--- src/rtl/mips_bus_initiator.sv ---
// Single-outstanding load/store initiator for the MIPS memory bus with big-endian lanes.
// Latency: load 3 cycles, store 2, error 1, plus one per waitrequest cycle; req_ready only in IDLE.
module mips_bus_initiator (
  input  logic        clk,
  input  logic        reset,
  input  logic        req_valid,
  input  logic        req_write,
  input  logic [1:0]  req_size,
  input  logic        req_signed,
  input  logic [31:0] req_addr,
  input  logic [31:0] req_wdata,
  output logic        req_ready,
  output logic        resp_valid,
  output logic [31:0] resp_rdata,
  output logic        resp_err,
  output logic [31:0] address,
  output logic        write,
  output logic        read,
  input  logic        waitrequest,
  output logic [31:0] writedata,
  output logic [3:0]  byteenable,
  input  logic [31:0] readdata
);

  typedef enum logic [1:0] {S_IDLE, S_BUS, S_RDATA, S_RESP} state_t;

  state_t      r_state;
  state_t      w_next;
  logic        r_write;
  logic [1:0]  r_size;
  logic        r_signed;
  logic [1:0]  r_off;
  logic [31:0] r_address;
  logic [31:0] r_writedata;
  logic [3:0]  r_byteenable;
  logic [31:0] r_rdata;
  logic        r_err;

  logic        w_legal;
  logic [3:0]  w_be;
  logic [31:0] w_wdata;
  logic [7:0]  w_byte;
  logic [15:0] w_half;
  logic [31:0] w_load;

  // Request decode: legality, big-endian lane mask and replicated store data.
  always_comb begin
    w_legal = 1'b0;
    w_be    = 4'b0000;
    w_wdata = req_wdata;
    case (req_size)
      2'b00: begin
        w_legal = 1'b1;
        w_be    = 4'b1000 >> req_addr[1:0];
        w_wdata = {4{req_wdata[7:0]}};
      end
      2'b01: begin
        w_legal = ~req_addr[0];
        w_be    = req_addr[1] ? 4'b0011 : 4'b1100;
        w_wdata = {2{req_wdata[15:0]}};
      end
      2'b10: begin
        w_legal = (req_addr[1:0] == 2'b00);
        w_be    = 4'b1111;
      end
      default: begin
        w_legal = 1'b0;
      end
    endcase
  end

  // Load lane extraction; offset 0 is the most significant byte.
  always_comb begin
    w_byte = readdata[31:24];
    case (r_off)
      2'd0:    w_byte = readdata[31:24];
      2'd1:    w_byte = readdata[23:16];
      2'd2:    w_byte = readdata[15:8];
      default: w_byte = readdata[7:0];
    endcase
    w_half = r_off[1] ? readdata[15:0] : readdata[31:16];
    case (r_size)
      2'b00:   w_load = {{24{r_signed & w_byte[7]}}, w_byte};
      2'b01:   w_load = {{16{r_signed & w_half[15]}}, w_half};
      default: w_load = readdata;
    endcase
  end

  always_ff @(posedge clk) begin
    if (reset) r_state <= S_IDLE;
    else       r_state <= w_next;
  end

  always_comb begin
    w_next = r_state;
    case (r_state)
      S_IDLE:  if (req_valid) w_next = w_legal ? S_BUS : S_RESP;
      S_BUS:   if (!waitrequest) w_next = r_write ? S_RESP : S_RDATA;
      S_RDATA: w_next = S_RESP;
      default: w_next = S_IDLE;
    endcase
  end

  always_comb begin
    req_ready  = (r_state == S_IDLE);
    read       = (r_state == S_BUS) && !r_write;
    write      = (r_state == S_BUS) &&  r_write;
    resp_valid = (r_state == S_RESP);
  end

  // Response registers only change on the edge that enters RESP, so they hold between responses.
  always_ff @(posedge clk) begin
    if (reset) begin
      r_write      <= 1'b0;
      r_size       <= 2'b00;
      r_signed     <= 1'b0;
      r_off        <= 2'b00;
      r_address    <= 32'h0;
      r_writedata  <= 32'h0;
      r_byteenable <= 4'h0;
      r_rdata      <= 32'h0;
      r_err        <= 1'b0;
    end else begin
      case (r_state)
        S_IDLE: begin
          if (req_valid) begin
            r_write  <= req_write;
            r_size   <= req_size;
            r_signed <= req_signed;
            r_off    <= req_addr[1:0];
            if (w_legal) begin
              r_address    <= {req_addr[31:2], 2'b00};
              r_writedata  <= w_wdata;
              r_byteenable <= w_be;
            end else begin
              r_rdata <= 32'h0;
              r_err   <= 1'b1;
            end
          end
        end
        S_BUS: begin
          if (!waitrequest && r_write) begin
            r_rdata <= 32'h0;
            r_err   <= 1'b0;
          end
        end
        S_RDATA: begin
          r_rdata <= w_load;
          r_err   <= 1'b0;
        end
        default: begin
        end
      endcase
    end
  end

  assign address    = r_address;
  assign writedata  = r_writedata;
  assign byteenable = r_byteenable;
  assign resp_rdata = r_rdata;
  assign resp_err   = r_err;

endmodule
--- config.mk ---
export PLATFORM = sky130hd
export DESIGN_NAME = mips_bus_initiator
export DESIGN_NICKNAME = d
export VERILOG_FILES = /design/src/rtl/mips_bus_initiator.sv
export SDC_FILE = /design/constraint.sdc
export NUM_CORES = 1
export LEC_CHECK = 0
export ABC_AREA = 1
export BUFFER_PORTS_ARGS = -buffer_cell sky130_fd_sc_hd__buf_2
export CAP_MARGIN = 5
export CORE_ASPECT_RATIO = 1.2
export CORE_MARGIN = 5
export CORE_UTILIZATION = 48
export DETAILED_ROUTE_END_ITERATION = 8
export GPL_ROUTABILITY_DRIVEN = 0
export GPL_TIMING_DRIVEN = 0
export PLACE_DENSITY_LB_ADDON = 0.08
export SETUP_SLACK_MARGIN = 0.05
export SLEW_MARGIN = 20
export SYNTH_ARGS = -nofsm -noshare
export SYNTH_HDL_FRONTEND = slang
export SYNTH_SLANG_ARGS = --single-unit
--- constraint.sdc ---
create_clock -name clk -period 2.2 [get_ports clk]
set_clock_uncertainty 0.15 [all_clocks]
set_input_delay 0.22 -clock clk [delete_from_list [all_inputs] [get_ports clk]]
set_output_delay 0.22 -clock clk [all_outputs]
set_load 0.02 [all_outputs]
== Word level (Yosys, flattened, before mapping) ==
Index checks and enable logic that the tools add are counted.

* Shift operators: 1
* Reduce and logical (&&, ||, !) cells: 15
* Mux-type cells: 20
* Eq/ne operators: 12
* Bitwise logic cells: 3

{| class="wikitable"
|+ Operators by type and width
! operator !! count
|-
| 32-bit one-hot mux with 2 select lines || 2
|-
| 32-bit two-way mux || 3
|-
| 32-bit one-hot mux with 3 select lines || 1
|-
| 8-bit one-hot mux with 3 select lines || 1
|-
| 16-bit two-way mux || 1
|-
| 4-bit one-hot mux with 3 select lines || 1
|-
| 2-bit zero test || 5
|-
| 2-bit by 1-bit == test with 1-bit output (second input constant) || 4
|-
| 2-bit == test (second input constant) || 4
|-
| 2-bit two-way mux || 3
|-
| 2-bit != test (second input constant) || 3
|-
| 1-bit one-hot mux with 3 select lines || 2
|-
| 2-bit one-hot mux with 3 select lines || 1
|-
| 1-bit two-way mux || 4
|-
| 4-bit two-way mux || 1
|-
| 2-bit AND reduction || 2
|-
| 4-bit AND reduction || 1
|-
| 4-bit by 2-bit >> shifter with 4-bit output (first input constant) || 1
|-
| 1-bit logical AND || 3
|-
| 3-bit AND reduction || 1
|-
| 3-bit nonzero test || 1
|-
| 1-bit bitwise AND || 2
|-
| 1-bit zero test || 2
|-
| 2-bit by 1-bit != test with 1-bit output (second input constant) || 1
|-
| 1-bit NOT || 1
|}

* Output and inout bits: 105
* Logic and storage cells: 61
* Register bits: 107
* Input port bits: 104

== Depth between registers and ports, before layout ==
* Depth after elaboration: 5
* Depth in mapped cells: 10
* Mapped depth without buffers: 9

== Worst setup path after synthesis ==
No wires, ideal clock.

* Kind: register to register
* Start point: register r_state[1]
* End point: register r_rdata[22], in the netlist resp_rdata[22]
* Path slack: 0.373 ns
* Clock period less this slack: 1.827 ns
* Required time: 1.918 ns
* Cell stages (with the launch flop): 11
* Setup time: 0.132 ns
* Data arrival time: 1.545 ns
* Buffers on the path: 1
* Path through: dfxtp_1 inv_1 ha_1 inv_1 nor2_1 nor2_1 nand2_1 clkbuf_1 nor2_1 nand2_1 a21oi_1

* Longest elaborated chain between the ends: 3
* Elaborated cells between the ends (all ways): 9
* Classes of those cells: 5 x eq/ne; 1 x mux; 3 x reduce/logical

{| class="wikitable"
|+ Ends and longest elaborated chain
! element !! line !! RTL
|-
| from (decl) || 27 || <nowiki>state_t r_state;</nowiki>
|-
| from (signal assigned) || 91 || <nowiki>else r_state <= w_next;</nowiki>
|-
| 2-bit by 1-bit == test with 1-bit output (tied with other cells) || 124 || <nowiki>case (r_state)</nowiki>
|-
| 2-bit by 1-bit != test with 1-bit output (no line) (tied with other cells) || - ||
|-
| 4-bit AND reduction (no line) || - ||
|-
| to (signal assigned) || 148 || <nowiki>r_rdata <= w_load;</nowiki>
|-
| to (decl) || 36 || <nowiki>logic [31:0] r_rdata;</nowiki>
|}

Parallel ways exist; a longest one is shown, timed or not.
A chain may end at the register's enable or synchronous reset.

== Final worst setup path ==
* Start point: register r_state[0]
* End point: register r_rdata[7], in the netlist resp_rdata[7]

The elaborated chain is that of the path after synthesis.

==> results.env <==
OUTCOME='finished clean'
DESIGN.PORTCOUNT=209
FLIP_FLOP_AND_LATCH_COUNT_AFTER_SYNTHESIS=107
TRITONCTS='done'
FINALHOLDVIOLCOUNT=0
FIN_TNS_SETUP_NS=0
REPORT.FINAL.SETUP_VIOL=0
DETAIL_ROUTE.FIRST_PASS.ITERATIONS=6
FILLER_CELL_COUNT=893
DR_TOTAL_VIAS=5621
LAYOUT_COMMONEST_CELL='sky130_fd_sc_hd__buf_2'
POWERDENSITY_mW_PER_MM2=1010
DRTITER0DRC=221
NET_COUNT_REPORTED_AT_FINISH=1058
GRT_MAX_DEGREE=20
INPUT_OUTPUT_BUFFERS=204
R2R.WORST_PATH.CELLS=10
HPWLAFTERDP_MM=12.2
TIMING.HOLD.WORST_PATH_DEPTH=3
MAX_FREQ_MHz=521
CRITPATHMAXFANOUT=10
POST_SYNTH_INSTANCE_AREA_SQ_MM=0.00488
YOSYS.CELL_TYPES.COUNT=32
TIMING.HOLD.WORST.CLASS='input port to flip-flop'
CORE.ROWCOUNT=40
YOSYSTOPAREACELL='sky130_fd_sc_hd__dfxtp_1'
CLOCKBUFFERDEPTH=2
SYN_INST=698
ROOT_BUFFER='sky130_fd_sc_hd__clkbuf_16'
CP.ARRIVAL_NS=2.05
BUFFERS_INVERTERS_ON_CRITICAL_PATH=2
ANTENNA_FOUND_INITIAL=1
MAXSLEWHEADROOM=0.616
HOLD_END='writedata[5]'
SLOWEST_DELAY_NS=0.36
MIN-DELAY-START='req_wdata[5]'
GRT_FIRST_PASS_WIRELENGTH_MM=26.4
TIMING.SETUP.CRITICAL_PATH_CLASS='flip-flop to flip-flop'
ROUTE.DETAILED.VIAS_PER_INST=5.20
DIE_AREA_SQ_MM=0.0123
POST_DP_CELL_AREA_SQ_MM=0.00607
TRACK_USAGE=0.266
TIMING.FINAL.MAX_SLEW_VIOLATIONS=0
RELATIVE_AREA_CHANGE_FROM_SYNTHESIS_TO_FINAL_LAYOUT_PCT=38.3
DIEWIDTH_UM=102
GRT-OVFL-TOTAL=0
CRITICAL_PATH.TOP_DELAY_FAMILY='simple AND/OR/NAND/NOR gates'
CLKSLEWWORSTSETUPHOLDPATHS_NS=0.08
SYN_AREA_PER_CELL_SQ_UM=7.00
DP_CELLS=1029
WORSTREG2REGSTART='r_state[0]'
FLOP2FLOP_SETUP_SLACK_NS=0.28
SYNTH-SEQ-AREA-SHARE=0.439
CRITICAL_PATH_REQUIRED_NS=2.33
YOSYS_WARNINGS=0
VIA_COUNT_OF_THE_FIRST_GLOBAL_ROUTING_PASS=5694
TIMING.CRITICAL_PATH.FROM_TYPE='flip-flop'
CTS_INSERTED_BUFFERS=9
STARTING_UTILIZATION_OF_THE_CORE_AREA=0.488
LAYOUT.CELLS.NON_FILLER=1082
CTS_MAX_LEVEL=3
SYNTH_TOP_AREA_FRAC=0.439
RSZ0062_AT_GRT='false'
CORE_AREA_SQ_MM=0.0100
TOTALPOWERFINAL_W=0.00685
PATH_CELLS='inv_1 -> ha_2 -> nand2_1 -> nand3_1 -> nor2_1 -> nand2_1 -> buf_6 -> nor2_1 -> nand3_1 -> a21oi_1'
DIE_HEIGHT_UM=120
POST_SYNTH_MAIN_AREA_CONTRIBUTORS='sky130_fd_sc_hd__dfxtp_1, sky130_fd_sc_hd__o21ai_0, sky130_fd_sc_hd__nand2_1, sky130_fd_sc_hd__nor2_1, sky130_fd_sc_hd__a21oi_1'
VDD_IR_DROP_MAX_V=0.000619
WL_PER_CELL_UM=15.1
DETAIL-ROUTE-ANTENNA-NETS=0
FINALWIRELENGTH_MM=16.3
LAYOUT_MIN_CYCLE_TIME_NS=1.92
STDCELL_AREA_SQ_MM=0.00675
CLOCK_SINKS=107
MAXCAPVIOLCOUNT=0
POST-ROUTE-DRC-COUNT=0
CRITPATHSLOWESTCELL='sky130_fd_sc_hd__dfxtp_2'
STATIC-LEAKAGE-POWER_nW=3.36
DRIVE_ABOVE_1_SHARE=0.267
REGTOREGENDPOINT='resp_rdata[7]'
LAYOUT_COMMON_CELLS='sky130_fd_sc_hd__buf_2, sky130_fd_sc_hd__nand2_1, sky130_fd_sc_hd__nor2_1'
SETUP.WORST_PATH.END_CLASS='flip-flop'
INSERTION_DELAY_NS=0.35
WORST_SLEW_PIN_SLEW_NS=0.572
FIN_CRIT_SH=0.873
## power breakdown
group	internal [W]	switching [W]	leakage [nW]	total (W)
sequential	0.00225	0.000184	0.874	0.00244
clock	0.000905	0.000781	0.146	0.00169
combinational	0.000934	0.00179	2.34	0.00272
total	0.00409	0.00275	3.36	0.00685
## flip-flops by register name, indices dropped and copies added (netlist names)
name,count
address,30
byteenable,4
r_off,2
r_signed,1
r_size,2
r_state,2
r_write,1
resp_err,1
resp_rdata,32
writedata,32
## metal layers
metal,share of wire,track usage
met5,0,0
met3,0.074,0.0456
met1,0.38,0.295
met2,0.50,0.474
met4,0.045,0.146
## how the worst max path moves through the flow
stage / startpoint / to / slack [ns] / cells after the start
2_1_floorplan: r_state[1] / resp_rdata[22] / 0.37 / 10
3_3_place_gp: r_state[0] / resp_rdata[7] / 0.23 / 10
3_5_place_dp: r_state[0] / resp_rdata[7] / 0.19 / 10
4_1_cts: r_state[0] / resp_rdata[7] / 0.14 / 10
5_1_grt: r_state[1] / resp_rdata[7] / 0.08 / 10
6_report: r_state[0] / resp_rdata[7] / 0.28 / 10
## cells in the mapped netlist, drive strengths merged
master,instances
clkbuf,27
conb,1
buf,22
o2111ai,1
nand3,17
clkinv,1
nor2,128
a21boi,6
inv,34
o211a,8
o21ai,119
a21oi,68
a31oi,3
nand2,142
o21bai,1
dfxtp,107
o211ai,5
nor3,3
ha,4
a22oi,1
## through the flow
stage | hold slack [ns] | worst slack, ns | util
final | 0.0111 | 0.280 | 0.675
after global routing | 0.0185 | 0.0787 | 0.675
after CTS | 0.00170 | 0.140 | 0.673
after detailed placement | 0.300 | 0.186 | 0.606
after global placement | 0.293 | 0.226 | 0.606
after floorplan | 0.205 | 0.373 | -
## cell type report
type,instances,area (sq um),area share
repair buffers,240,1380,0.205
well taps,126,158,0.0233
clock inverters,7,85.1,0.0126
diodes,1,2.50,0.000371
multi-input cells,508,2360,0.350
flip-flops and latches,107,2140,0.318
plain buffers,49,258,0.0382
inverters,35,135,0.0200
clock buffers,9,225,0.0334
## timing repair
item | 4_1_cts | 5_1_grt
setup buffers | 0 | 0
resized for setup | 0 | 8
endpoints found under the hold margin | 36 | 0
hold buffers | 36 | 0
setup endpoints to repair | 0 | 25
## worst reg2reg max path, stage by stage, from the launching register on
cell and delay, ns:
sky130_fd_sc_hd__dfxtp_2 0.36, sky130_fd_sc_hd__inv_1 0.07, sky130_fd_sc_hd__ha_2 0.22, sky130_fd_sc_hd__nand2_1 0.10
sky130_fd_sc_hd__nand3_1 0.12, sky130_fd_sc_hd__nor2_1 0.12, sky130_fd_sc_hd__nand2_1 0.11, sky130_fd_sc_hd__buf_6 0.17
sky130_fd_sc_hd__nor2_1 0.15, sky130_fd_sc_hd__nand3_1 0.14, sky130_fd_sc_hd__a21oi_1 0.15
## kinds of logic (layout without fill, tap and decap cells)
| kind of cell | after synthesis | in the layout | synth area share |
|---|---|---|---|
| adders and majority gates | 4 | 4 | 0.0102 |
| and+or+nand+nor | 290 | 290 | 0.237 |
| AOI/OAI and AO/OA | 212 | 212 | 0.234 |
| other | 1 | 3 | 0.000768 |
| buffers and inverters | 84 | 340 | 0.0787 |
| DFF | 107 | 107 | 0.439 |
No activity file was read; power rests on OpenSTA's default activity.
